==> src/rtl/hazard_forward_ctrl_pkg.sv <==
// Shared types and constants for the hazard/forwarding controller.
package hazard_forward_ctrl_pkg;

  typedef enum logic [1:0] {
    StRun     = 2'b00,
    StStall   = 2'b01,
    StMemWait = 2'b10
  } state_e;

  localparam logic [1:0] FWD_REG = 2'b00;
  localparam logic [1:0] FWD_MEM = 2'b10;
  localparam logic [1:0] FWD_WB  = 2'b11;

  localparam logic [4:0] REG_ZERO = 5'd0;

  // True when a register-writing stage targets a source of the ID instruction.
  function automatic logic writer_hits(input logic       we,
                                       input logic [4:0] rd,
                                       input logic [4:0] rs,
                                       input logic [4:0] rt,
                                       input logic       uses_rt);
    return we && (rd != REG_ZERO) && ((rd == rs) || (uses_rt && (rd == rt)));
  endfunction

endpackage

==> src/rtl/hazard_forward_ctrl_fwd_select.sv <==
// Forwarding-mux select for one EX source operand; MEM result beats WB data.
module fwd_select
  import hazard_forward_ctrl_pkg::*;
(
  input  logic       mem_regwrite_i,
  input  logic [4:0] mem_rd_i,
  input  logic       wb_regwrite_i,
  input  logic [4:0] wb_rd_i,
  input  logic [4:0] src_i,
  output logic [1:0] sel_o
);

  always_comb begin
    sel_o = FWD_REG;
    if (mem_regwrite_i && (mem_rd_i != REG_ZERO) && (mem_rd_i == src_i)) begin
      sel_o = FWD_MEM;
    end else if (wb_regwrite_i && (wb_rd_i != REG_ZERO) && (wb_rd_i == src_i)) begin
      sel_o = FWD_WB;
    end
  end

endmodule

==> src/rtl/hazard_forward_ctrl.sv <==
// Pipeline hazard, branch-flush, memory-freeze and forwarding control.
// Build option: define HAZARD_FWD_EN to enable operand forwarding.
module hazard_forward_ctrl
  import hazard_forward_ctrl_pkg::*;
#(
  parameter int unsigned CNT_W = 16
) (
  input  logic             clock,
  input  logic             reset,
  input  logic [4:0]       ID_Rs_In,
  input  logic [4:0]       ID_Rt_In,
  input  logic             ID_UsesRt_In,
  input  logic [4:0]       EX_Rs_In,
  input  logic [4:0]       EX_Rt_In,
  input  logic             EX_MemRead_In,
  input  logic             EX_RegWrite_In,
  input  logic [4:0]       EX_Rd_In,
  input  logic             MEM_RegWrite_In,
  input  logic [4:0]       MEM_Rd_In,
  input  logic             WB_RegWrite_In,
  input  logic [4:0]       WB_Rd_In,
  input  logic             Branch_Taken_In,
  input  logic             Mem_Req_In,
  input  logic             Mem_Ready_In,
  output logic [1:0]       ForwardA_Out,
  output logic [1:0]       ForwardB_Out,
  output logic             PC_Write_Out,
  output logic             IFID_Write_Out,
  output logic             IDEX_Bubble_Out,
  output logic             IFID_Flush_Out,
  output logic             Pipe_Freeze_Out,
  output logic [CNT_W-1:0] Stall_Count_Out
);

`ifdef HAZARD_FWD_EN
  localparam bit FwdEn = 1'b1;
`else
  localparam bit FwdEn = 1'b0;
`endif

  state_e           state_q, state_d, saved_q, saved_d, eff_state;
  logic [1:0]       cnt_q, cnt_d;
  logic [CNT_W-1:0] stall_total_q, stall_total_d;

  logic       ex_hit, mem_hit, wb_hit;
  logic [1:0] need_fwd, need_nofwd, need_n;
  logic [1:0] fwd_a, fwd_b;
  logic       pc_write, ifid_write, bubble, flush, freeze;

  fwd_select u_fwd_a (
    .mem_regwrite_i (MEM_RegWrite_In),
    .mem_rd_i       (MEM_Rd_In),
    .wb_regwrite_i  (WB_RegWrite_In),
    .wb_rd_i        (WB_Rd_In),
    .src_i          (EX_Rs_In),
    .sel_o          (fwd_a)
  );

  fwd_select u_fwd_b (
    .mem_regwrite_i (MEM_RegWrite_In),
    .mem_rd_i       (MEM_Rd_In),
    .wb_regwrite_i  (WB_RegWrite_In),
    .wb_rd_i        (WB_Rd_In),
    .src_i          (EX_Rt_In),
    .sel_o          (fwd_b)
  );

  always_comb begin
    ex_hit  = writer_hits(EX_RegWrite_In, EX_Rd_In, ID_Rs_In, ID_Rt_In, ID_UsesRt_In);
    mem_hit = writer_hits(MEM_RegWrite_In, MEM_Rd_In, ID_Rs_In, ID_Rt_In, ID_UsesRt_In);
    wb_hit  = writer_hits(WB_RegWrite_In, WB_Rd_In, ID_Rs_In, ID_Rt_In, ID_UsesRt_In);

    // With forwarding only a load in EX cannot be bypassed in time.
    need_fwd = (ex_hit && EX_MemRead_In) ? 2'd1 : 2'd0;
    if (ex_hit) begin
      need_nofwd = 2'd3;
    end else if (mem_hit) begin
      need_nofwd = 2'd2;
    end else if (wb_hit) begin
      need_nofwd = 2'd1;
    end else begin
      need_nofwd = 2'd0;
    end
    need_n = FwdEn ? need_fwd : need_nofwd;
  end

  always_comb begin
    state_d    = state_q;
    saved_d    = saved_q;
    cnt_d      = cnt_q;
    pc_write   = 1'b1;
    ifid_write = 1'b1;
    bubble     = 1'b0;
    flush      = 1'b0;
    freeze     = 1'b0;
    // The cycle that releases a memory wait behaves as the saved state.
    eff_state  = (state_q == StMemWait) ? saved_q : state_q;

    if (Mem_Req_In && !Mem_Ready_In) begin
      freeze     = 1'b1;
      pc_write   = 1'b0;
      ifid_write = 1'b0;
      if (state_q != StMemWait) saved_d = state_q;
      state_d = StMemWait;
    end else if ((state_q == StMemWait) && !Mem_Ready_In) begin
      freeze     = 1'b1;
      pc_write   = 1'b0;
      ifid_write = 1'b0;
    end else if (Branch_Taken_In) begin
      flush   = 1'b1;
      bubble  = 1'b1;
      cnt_d   = 2'd0;
      state_d = StRun;
    end else if (eff_state == StStall) begin
      pc_write   = 1'b0;
      ifid_write = 1'b0;
      bubble     = 1'b1;
      cnt_d      = (cnt_q == 2'd0) ? 2'd0 : cnt_q - 2'd1;
      state_d    = (cnt_q <= 2'd1) ? StRun : StStall;
    end else if (need_n != 2'd0) begin
      pc_write   = 1'b0;
      ifid_write = 1'b0;
      bubble     = 1'b1;
      cnt_d      = need_n - 2'd1;
      state_d    = (need_n > 2'd1) ? StStall : StRun;
    end else begin
      state_d = StRun;
    end

    stall_total_d = stall_total_q;
    if (!pc_write && (stall_total_q != {CNT_W{1'b1}})) begin
      stall_total_d = stall_total_q + CNT_W'(1);
    end
  end

  always_ff @(posedge clock or posedge reset) begin
    if (reset) begin
      state_q       <= StRun;
      saved_q       <= StRun;
      cnt_q         <= 2'd0;
      stall_total_q <= '0;
    end else begin
      state_q       <= state_d;
      saved_q       <= saved_d;
      cnt_q         <= cnt_d;
      stall_total_q <= stall_total_d;
    end
  end

  // Outputs fall back to a quiet, free-running pipeline while reset is held.
  always_comb begin
    ForwardA_Out    = (reset || !FwdEn) ? FWD_REG : fwd_a;
    ForwardB_Out    = (reset || !FwdEn) ? FWD_REG : fwd_b;
    PC_Write_Out    = reset | pc_write;
    IFID_Write_Out  = reset | ifid_write;
    IDEX_Bubble_Out = !reset & bubble;
    IFID_Flush_Out  = !reset & flush;
    Pipe_Freeze_Out = !reset & freeze;
    Stall_Count_Out = stall_total_q;
  end

endmodule
==> config.mk <==
export PLATFORM = sky130hd
export DESIGN_NAME = hazard_forward_ctrl
export DESIGN_NICKNAME = d
export VERILOG_FILES = /design/src/rtl/hazard_forward_ctrl_pkg.sv /design/src/rtl/hazard_forward_ctrl_fwd_select.sv /design/src/rtl/hazard_forward_ctrl.sv
export SDC_FILE = /design/constraint.sdc
export NUM_CORES = 1
export LEC_CHECK = 0
export CORE_MARGIN = 4
export CORE_UTILIZATION = 48
export CTS_BUF_LIST = sky130_fd_sc_hd__clkbuf_4
export DETAILED_ROUTE_END_ITERATION = 8
export HOLD_SLACK_MARGIN = 0.15
export PLACE_DENSITY = 0.89
export SETUP_SLACK_MARGIN = 0.05
export SKIP_CTS_REPAIR_TIMING = 1
export SLEW_MARGIN = 10
export SYNTH_ARGS = -nofsm -noshare
export SYNTH_HDL_FRONTEND = slang
export SYNTH_SLANG_ARGS = --single-unit
==> constraint.sdc <==
create_clock -name clock -period 8.3 [get_ports clock]
set_input_delay 1.66 -clock clock [delete_from_list [all_inputs] [get_ports clock]]
set_output_delay 1.66 -clock clock [all_outputs]
set_load 0.05 [all_outputs]
After elaboration in Yosys (flattened, before gate mapping)
Index checks and enable logic that the tools add are counted.
{"block": "word_totals", "reg_bits": 22, "latch_bits": 0, "ram_bits": 0, "romBits": 0, "word_cells": 82, "n_memories": 0}
{"block": "classes", "add_sub_neg": 3, "n_mul": 0, "n_div": 0, "order_cmp": 2, "n_eq_ne": 11, "shift": 0, "mux": 30, "bitwise_logic": 6, "n_reduce_logical": 26}
{"cell": "== test 5 bit", "n": 6}
{"cell": "2-to-1 mux 1 bit", "n": 21}
{"cell": "2-to-1 mux 2 bit", "n": 9}
{"cell": "adder 16 x 1 -> 16 bit, second input constant", "n": 1}
{"cell": "inequality test 16 bit, second input constant", "n": 1}
{"cell": "nonzero test 5 bit", "n": 3}
{"cell": "logical AND 1 bit", "n": 12}
{"cell": "inequality test 2 bit, second input constant", "n": 2}
{"cell": "subtractor 2 x 1 -> 2 bit, second input constant", "n": 2}
{"cell": "bitwise AND 1 bit", "n": 3}
{"cell": "logical NOT 1 bit", "n": 3}
{"cell": "logical OR 1 bit", "n": 3}
{"cell": "AND reduction 3 bit", "n": 1}
{"cell": "nonzero test 3 bit", "n": 1}
{"cell": "== test 2 x 1 -> 1 bit, second input constant", "n": 1}
{"cell": "== test 2 bit, second input constant", "n": 1}
{"cell": "greater-than comparator 2 x 1 -> 1 bit, second input constant", "n": 1}
{"cell": "less-or-equal comparator 2 x 1 -> 1 bit, second input constant", "n": 1}
{"cell": "logical NOT 2 bit", "n": 1}
{"cell": "inverter 1 bit", "n": 2}
{"cell": "AND reduction 2 bit", "n": 1}
{"cell": "nonzero test 2 bit", "n": 1}
{"cell": "bitwise OR 1 bit", "n": 1}

Logic depth before layout (Yosys ltp)
Gate-level depths: netlist of the first run.
{"block": "logic_depth", "ltp_word": 15, "ltp_mapped": 12, "mapped_depth_nobuf": 11}

Least setup slack after synthesis of the first run
Ideal clock, no wire load.
{"block": "synth_path", "path_type": "in2out", "start": "in MEM_Rd_In[1]", "end": "out IDEX_Bubble_Out", "arrival_time_ps": 4229, "slack_ps": 2411, "path_stages": 9, "cell_sequence": "or4_1 -> o21a_1 -> a221oi_1 -> nor2_1 -> ha_1 -> inv_1 -> a211o_2 -> nor2_1 -> nor3_1"}
{"block": "synth_via", "elab_chain_cells": 13, "elab_cells_between_ends": 16}
{"element": "from (decl)", "line": "hazard_forward_ctrl.sv:19", "text": "input logic [4:0] MEM_Rd_In,"}
{"element": "== test 5 bit", "line": "hazard_forward_ctrl_pkg.sv:22", "text": "return we && (rd != REG_ZERO) && ((rd == rs) || (uses_rt && (rd == rt)));"}
{"element": "logical AND 1 bit", "line": "hazard_forward_ctrl_pkg.sv:22"}
{"element": "logical OR 1 bit", "line": "hazard_forward_ctrl_pkg.sv:22"}
{"element": "logical AND 1 bit (*)", "line": "hazard_forward_ctrl_pkg.sv:22"}
{"element": "2-to-1 mux 2 bit (*)", "line": "hazard_forward_ctrl.sv:77", "text": "end else if (mem_hit) begin"}
{"element": "2-to-1 mux 2 bit (*)", "line": "hazard_forward_ctrl.sv:75", "text": "if (ex_hit) begin"}
{"element": "nonzero test 2 bit (*)", "line": "hazard_forward_ctrl.sv:120", "text": "end else if (need_n != 2'd0) begin"}
{"element": "2-to-1 mux 1 bit (*)", "line": "hazard_forward_ctrl.sv:120"}
{"element": "2-to-1 mux 1 bit (*)", "line": "hazard_forward_ctrl.sv:114", "text": "end else if (eff_state == StStall) begin"}
{"element": "2-to-1 mux 1 bit (*)", "line": "hazard_forward_ctrl.sv:109", "text": "end else if (Branch_Taken_In) begin"}
{"element": "2-to-1 mux 1 bit (*)", "line": "hazard_forward_ctrl.sv:105", "text": "end else if ((state_q == StMemWait) && !Mem_Ready_In) begin"}
{"element": "2-to-1 mux 1 bit (*)", "line": "hazard_forward_ctrl.sv:99", "text": "if (Mem_Req_In && !Mem_Ready_In) begin"}
{"element": "bitwise AND 1 bit (*)", "line": "hazard_forward_ctrl.sv:156", "text": "IDEX_Bubble_Out = !reset & bubble;"}
{"element": "to (decl)", "line": "hazard_forward_ctrl.sv:29", "text": "output logic IDEX_Bubble_Out,"}
Mark *: on every way between the ends. The rest lies on a longest branch, timed or not.

Worst setup path after layout of the first run
{"block": "layout_path", "start": "in MEM_Rd_In[1]", "end": "out IFID_Write_Out"}
{"block": "layout_via", "elab_chain_cells": 13, "elab_cells_between_ends": 16}
{"element": "== test 5 bit", "line": "hazard_forward_ctrl_pkg.sv:22"}
{"element": "logical AND 1 bit", "line": "hazard_forward_ctrl_pkg.sv:22"}
{"element": "logical OR 1 bit", "line": "hazard_forward_ctrl_pkg.sv:22"}
{"element": "logical AND 1 bit (*)", "line": "hazard_forward_ctrl_pkg.sv:22"}
{"element": "2-to-1 mux 2 bit (*)", "line": "hazard_forward_ctrl.sv:77"}
{"element": "2-to-1 mux 2 bit (*)", "line": "hazard_forward_ctrl.sv:75"}
{"element": "nonzero test 2 bit (*)", "line": "hazard_forward_ctrl.sv:120"}
{"element": "2-to-1 mux 1 bit (*)", "line": "hazard_forward_ctrl.sv:120"}
{"element": "2-to-1 mux 1 bit (*)", "line": "hazard_forward_ctrl.sv:114"}
{"element": "2-to-1 mux 1 bit (*)", "line": "hazard_forward_ctrl.sv:109"}
{"element": "2-to-1 mux 1 bit (*)", "line": "hazard_forward_ctrl.sv:105"}
{"element": "2-to-1 mux 1 bit (*)", "line": "hazard_forward_ctrl.sv:99"}
{"element": "bitwise OR 1 bit (*)", "line": "hazard_forward_ctrl.sv:155", "text": "IFID_Write_Out = reset | ifid_write;"}
{"element": "to (decl)", "line": "hazard_forward_ctrl.sv:28", "text": "output logic IFID_Write_Out,"}
Marks and branches as above.

==> results_dict.tcl, run 1 <==
set metrics [dict create \
    relSlewSlack 0.454 \
    path_max_fanout 16 \
    io_pins 70 \
    ctsHtreeMaxLevel 1 \
    port_buffers 54 \
    path_class "in2out" \
    num_rows 21 \
    nets 276 \
    met1_length_mm 1.61 \
    endpoint "IFID_Write_Out" \
    final_cells 274 \
    netlist_instances 174 \
    drive_gt1_frac 0.0877 \
    max_cap_violations 0 \
    hold_class "reg2reg" \
    fin_crit_ns 6.94 \
    die_area_mm2 0.00448 \
    viasPerCell 5.26 \
    finalWirelength_mm 3.70 \
    rsz0062_at_grt "false" \
    drtAntennaViolNets 0 \
    first_pass_iters 4 \
    synth_cell_type_count 43 \
    finalSetupViolations 0 \
    yosysWarnings 0 \
    peakVddDrop_mv 0.172 \
    clkTransAtPathRegs_ns 0.13 \
    insertion_delay_ns 0.31 \
    die_y_um 66.9 \
    grt_max_degree 23 \
    synth-edff-count 0 \
    critPathCaptureType "primary output" \
    dr_wl_met2_mm 1.77 \
    power_density_mw_per_mm2 200 \
    status "finished clean" \
    syn_avg_cell_area_um2 9.59 \
    fin_crit_sh 0.836 \
    cts.sinks 22 \
    leakage_uw 0.000905 \
    syn_area_mm2 0.00167 \
    track_usage 0.175 \
    tightestPinTransition_ns 0.818 \
    synth_seq_area_share 0.330 \
    grt_antenna_before_repair 0 \
    fin_skew_ns 0.00979 \
    routedWlPerCell_um 13.5 \
    cts_tree "built" \
    drc 0 \
    vias 1442 \
    maxSlewViolCount 0 \
    timing.rr.start "Stall_Count_Out[4]" \
    core_mm2 0.00334 \
    cp.arrival_ns 5.28 \
    wl_met3_um 238 \
    n_fill_cell 279 \
    reg2reg_depth 5 \
    finalHoldViolations 0 \
    clockRootBuffer "clkbuf_4" \
    grt_pass1_vias 1452 \
    cts_inserted_buffers 3 \
    highest_layer "met4" \
    fmax_mhz 144 \
    synthToLayoutAreaGrowth_pct 36.3 \
    clockBufferDepth 2 \
    rr_endpoint "Stall_Count_Out[1]" \
    crit_start "MEM_Rd_In[1]" \
    r2r_slack_ns 6.23 \
    synthArstFlopShare 1.00 \
    die_width_um 66.9 \
    gp_congestion 0.884 \
    cp.required_ns 6.64 \
    n_antenna_cell 0 \
    tns_ns 0 \
    drt-initial-drc-count 100 \
    start_kind "input pin" \
    grt_pass1_wl_mm 6.12 \
    start_util 0.500 \
    grt_remaining_overflow 0 \
    placed_cells 270 \
    dpl.hpwl_mm 3.12 \
    synthFlopType "dfrtp_1" \
    synth.ff_latch_count 22 \
]
-- stage by stage --
stage	power [uW]	utilization	hold slack, ns	setup slack, ns	area [um^2]
detailed placement	376	0.666	0.484	1.36	2220
floorplan	299	-	0.475	2.41	1680
global placement	371	0.666	0.479	1.42	2220
CTS	458	0.681	0.502	1.34	2270
global route	477	0.681	0.520	1.16	2270
finish	455	0.681	0.498	1.36	2270
-- critical path: stages --
cell and delay, ns:
clkdlybuf4s50_1 0.47, or4_1 0.56, o21a_1 0.20, a32oi_1 0.23, ha_1 0.27, inv_1 0.06, a211o_2 0.35, a21oi_4 0.44
or2_2 0.21, clkdlybuf4s50_1 0.80
-- area by class of cell --
cell class,instances,area [um^2],share of cell area
Clock buffer,3,22.5,0.00991
Clock inverter,1,30.0,0.0132
Tap cell,46,57.6,0.0253
Inverter,9,33.8,0.0149
Sequential cell,22,551,0.242
Timing Repair Buffer,54,541,0.238
Multi-Input combinational cell,139,1040,0.457
-- synthesized netlist by cell type (2+ instances only) --
cell type,instances,area [um^2]
inv_1,8,30.0
buf_4,6,45.0
mux2_2,3,33.8
a21oi_1,4,20.0
nor4b_1,2,17.5
xnor2_1,24,210
dfrtp_1,22,551
mux2i_1,2,20.0
nand3_1,10,50.1
nor4_2,2,25.0
nand2b_1,2,12.5
nor3b_1,3,22.5
ha_1,2,25.0
and3_1,3,18.8
nor3_1,9,45.0
xor2_1,19,166
nor2_1,7,26.3
o21ai_0,5,25.0
nor4_1,4,25.0
nand3_2,2,20.0
nand2_1,8,30.0
o22ai_1,2,12.5
or4_1,2,15.0
nand4_1,4,25.0
-- flip-flops by register name, indices dropped and copies added, names as in the netlist --
signal           flops
Stall_Count_Out     16
saved_q              2
state_q              2
cnt_q                2
-- cells in the final DEF, fill, tap and decap left out, types with 3 or more instances in the layout --
master,instances
xnor2_1,24
dfrtp_1,22
and3_1,3
inv_1,8
nand4_1,4
clkbuf_4,3
nor3_1,9
conb_1,4
xor2_1,19
mux2_2,3
nor2_1,7
a21oi_1,4
clkdlybuf4s50_1,54
nor4_1,4
o21ai_0,5
nand2_1,8
nand3_1,10
nor3b_1,3
-- per-layer routing --
metal / global-route usage / vias up
met5: 0 / -
met3: 0.0202 / 5
met1: 0.208 / 665
met4: 0.0734 / 0
met2: 0.313 / 53
li1: - / 719
-- how the worst min path moves through the flow --
stage,from,endpoint,slack [ns],depth (start not counted)
floorplan,cnt_q[0],cnt_q[0],0.47,2
detailed placement,Stall_Count_Out[9],Stall_Count_Out[9],0.48,1
finish,Stall_Count_Out[9],Stall_Count_Out[9],0.50,1
global route,Stall_Count_Out[9],Stall_Count_Out[9],0.52,1
CTS,Stall_Count_Out[9],Stall_Count_Out[9],0.50,1
global placement,Stall_Count_Out[9],Stall_Count_Out[9],0.48,1
-- kinds of logic after synthesis --
logic type / share of synthesized area
DFF: 0.330
AOI/OAI and AO/OA: 0.0825
other: 0.00225
buffers and inverters: 0.0540
adders and majority gates: 0.0150
muxes: 0.0323
xor gates and xnor gates: 0.226
and+or+nand+nor: 0.258
-- report_power, final --
| part | leakage, uW | total (uW) | switching, uW | internal (uW) |
|---|---|---|---|---|
| sequential | 0.000282 | 158 | 29.2 | 129 |
| clock | 0.0000279 | 82.1 | 33.3 | 48.8 |
| combinational | 0.000595 | 215 | 132 | 83.0 |
| total | 0.000905 | 455 | 194 | 260 |
Power figures use the tool's default switching activity.
==> run 2: changes to the inputs <==
--- a/config.mk
+++ b/config.mk
@@ -6,11 +6,11 @@
 export NUM_CORES = 1
 export LEC_CHECK = 0
 export CORE_MARGIN = 4
-export CORE_UTILIZATION = 48
+export CORE_UTILIZATION = 40
 export CTS_BUF_LIST = sky130_fd_sc_hd__clkbuf_4
 export DETAILED_ROUTE_END_ITERATION = 8
 export HOLD_SLACK_MARGIN = 0.15
-export PLACE_DENSITY = 0.89
+export PLACE_DENSITY = 0.79
 export SETUP_SLACK_MARGIN = 0.05
 export SKIP_CTS_REPAIR_TIMING = 1
 export SLEW_MARGIN = 10
==> constraint.sdc (replaced) <==
create_clock -name clock -period 6.3 [get_ports clock]
set_input_delay 1.26 -clock clock [delete_from_list [all_inputs] [get_ports clock]]
set_output_delay 1.26 -clock clock [all_outputs]
set_load 0.05 [all_outputs]
==> run 2 against run 1 <==
  * Highest routed layer unchanged
  * Critical endpoint is now IDEX_Bubble_Out
  * Via count rose by 2.6%
  * Final area rose by 0.33%
  * First-iteration DRC count fell by 46%
  * Core utilization fell by 12 points
  * Routed wire length rose by 1.1%
  * Worst hold slack improved by 0.019 ns
  * Sequential power rose by 32%
  * Final cell count rose by 1.8%
  * Count of clock-buffer cells in the layout did not move
  * Critical path type unchanged
  * Critical path depth rose by 1
  * Sequential cell count did not move
==> results_dict.tcl, run 2 (same netlist as run 1, synthesis figures left out) <==
set metrics [dict create \
    status "finished clean" \
    clkTransAtPathRegs_ns 0.13 \
    synthToLayoutAreaGrowth_pct 36.8 \
    drive_gt1_frac 0.100 \
    fin_crit_ns 5.65 \
    max_cap_violations 0 \
    die_area_mm2 0.00527 \
    viasPerCell 5.30 \
    drtAntennaViolNets 0 \
    tightestPinTransition_ns 0.868 \
    clockBufferDepth 2 \
    relSlewSlack 0.421 \
    grt_antenna_before_repair 0 \
    start_kind "input pin" \
    grt_util_met3 0.0344 \
    port_buffers 54 \
    first_pass_iters 4 \
    postLayoutCellArea_mm2 0.00228 \
    largest_reg_flops 16 \
    critPathCaptureType "primary output" \
    cts.sinks 22 \
    routedWlPerCell_um 13.4 \
    hold_class "reg2reg" \
    placed_cell_area_mm2 0.00223 \
    placed_cells 275 \
    drt-initial-drc-count 54 \
    grt_pass1_vias 1420 \
    cp.arrival_ns 4.39 \
    track_usage 0.150 \
    grt_max_degree 23 \
    io_pins 70 \
    dpl.hpwl_mm 3.10 \
    die_y_um 72.6 \
    cts_inserted_buffers 3 \
    clockRootBuffer "clkbuf_4" \
    path_class "in2out" \
    gp_congestion 0.855 \
    hold-worst-slack_ns 0.516 \
    peakVddDrop_mv 0.119 \
    final_util 0.566 \
    drc 0 \
    nets 277 \
    tns_ns 0 \
    rsz0062_at_grt "false" \
    grt_remaining_overflow 0 \
    insertion_delay_ns 0.31 \
    final_cell_mix "clkdlybuf4s50_1, xnor2_1, dfrtp_1" \
    vias 1479 \
    finalHoldViolations 0 \
    die_width_um 72.6 \
    busiest_layer "met2" \
    cts_tree "built" \
    cp.required_ns 5.04 \
    finalSetupViolations 0 \
    maxSlewViolCount 0 \
    use_met1 0.189 \
    num_rows 23 \
    fin_crit_sh 0.897 \
    n_fill_cell 372 \
    fmax_mhz 177 \
    final_cells 279 \
    fin_skew_ns 0.00553 \
    leakage_uw 0.000910 \
    power_density_mw_per_mm2 263 \
    ctsHtreeMaxLevel 1 \
    core_mm2 0.00403 \
    start_util 0.414 \
    final_common_cell "clkdlybuf4s50_1" \
    finalWirelength_mm 3.73 \
    grt_util_met2 0.252 \
    n_antenna_cell 0 \
    path_max_fanout 4 \
    grt_pass1_wl_mm 6.30 \
]
## run 2: cell type report
cell class / count / area, um^2 / area share
Tap cell: 50 / 62.6 / 0.0274
Sequential cell: 22 / 551 / 0.241
Multi-Input combinational cell: 139 / 1040 / 0.455
Timing Repair Buffer: 55 / 543 / 0.238
Clock inverter: 1 / 30.0 / 0.0132
Inverter: 9 / 33.8 / 0.0148
Clock buffer: 3 / 22.5 / 0.00987
## run 2: worst max-delay path, stage by stage
cell and delay, ns:
clkdlybuf4s50_1 0.47, or4_1 0.53, o21a_1 0.21, a221oi_1 0.35, nor2_1 0.09, ha_1 0.26, inv_1 0.07, a211o_2 0.13
nor2_1 0.05, nor3_1 0.14, clkdlybuf4s50_1 0.83
## run 2: metal layers
layer	part of all wire	wire length (um)
met1	0.43	1620
met2	0.45	1670
met3	0.092	343
met4	0.029	109
met5	0	0
## run 2: path summary, 6_finish.rpt
check,from,slack (ns),endpoint,cells after the start
min in group asynchronous,reset,1.53,Stall_Count_Out[5],2
max reg2reg,Stall_Count_Out[4],4.23,Stall_Count_Out[1],5
max in group asynchronous,reset,4.24,Stall_Count_Out[1],2
min reg2reg,Stall_Count_Out[9],0.52,Stall_Count_Out[9],1
min,Stall_Count_Out[9],0.52,Stall_Count_Out[9],1
max,MEM_Rd_In[1],0.65,IDEX_Bubble_Out,11
## run 2: stage by stage
step	total power, uW	setup WS [ns]
floorplan	394	1.21
global placement	489	0.656
detailed placement	496	0.636
CTS	605	0.631
global route	632	0.455
finish	601	0.649
## run 2: power by group
part	total, uW	internal [uW]	switching [uW]
logic	282	109	173
clock network	109	64.3	45.0
registers	209	169	39.9
total	601	343	258
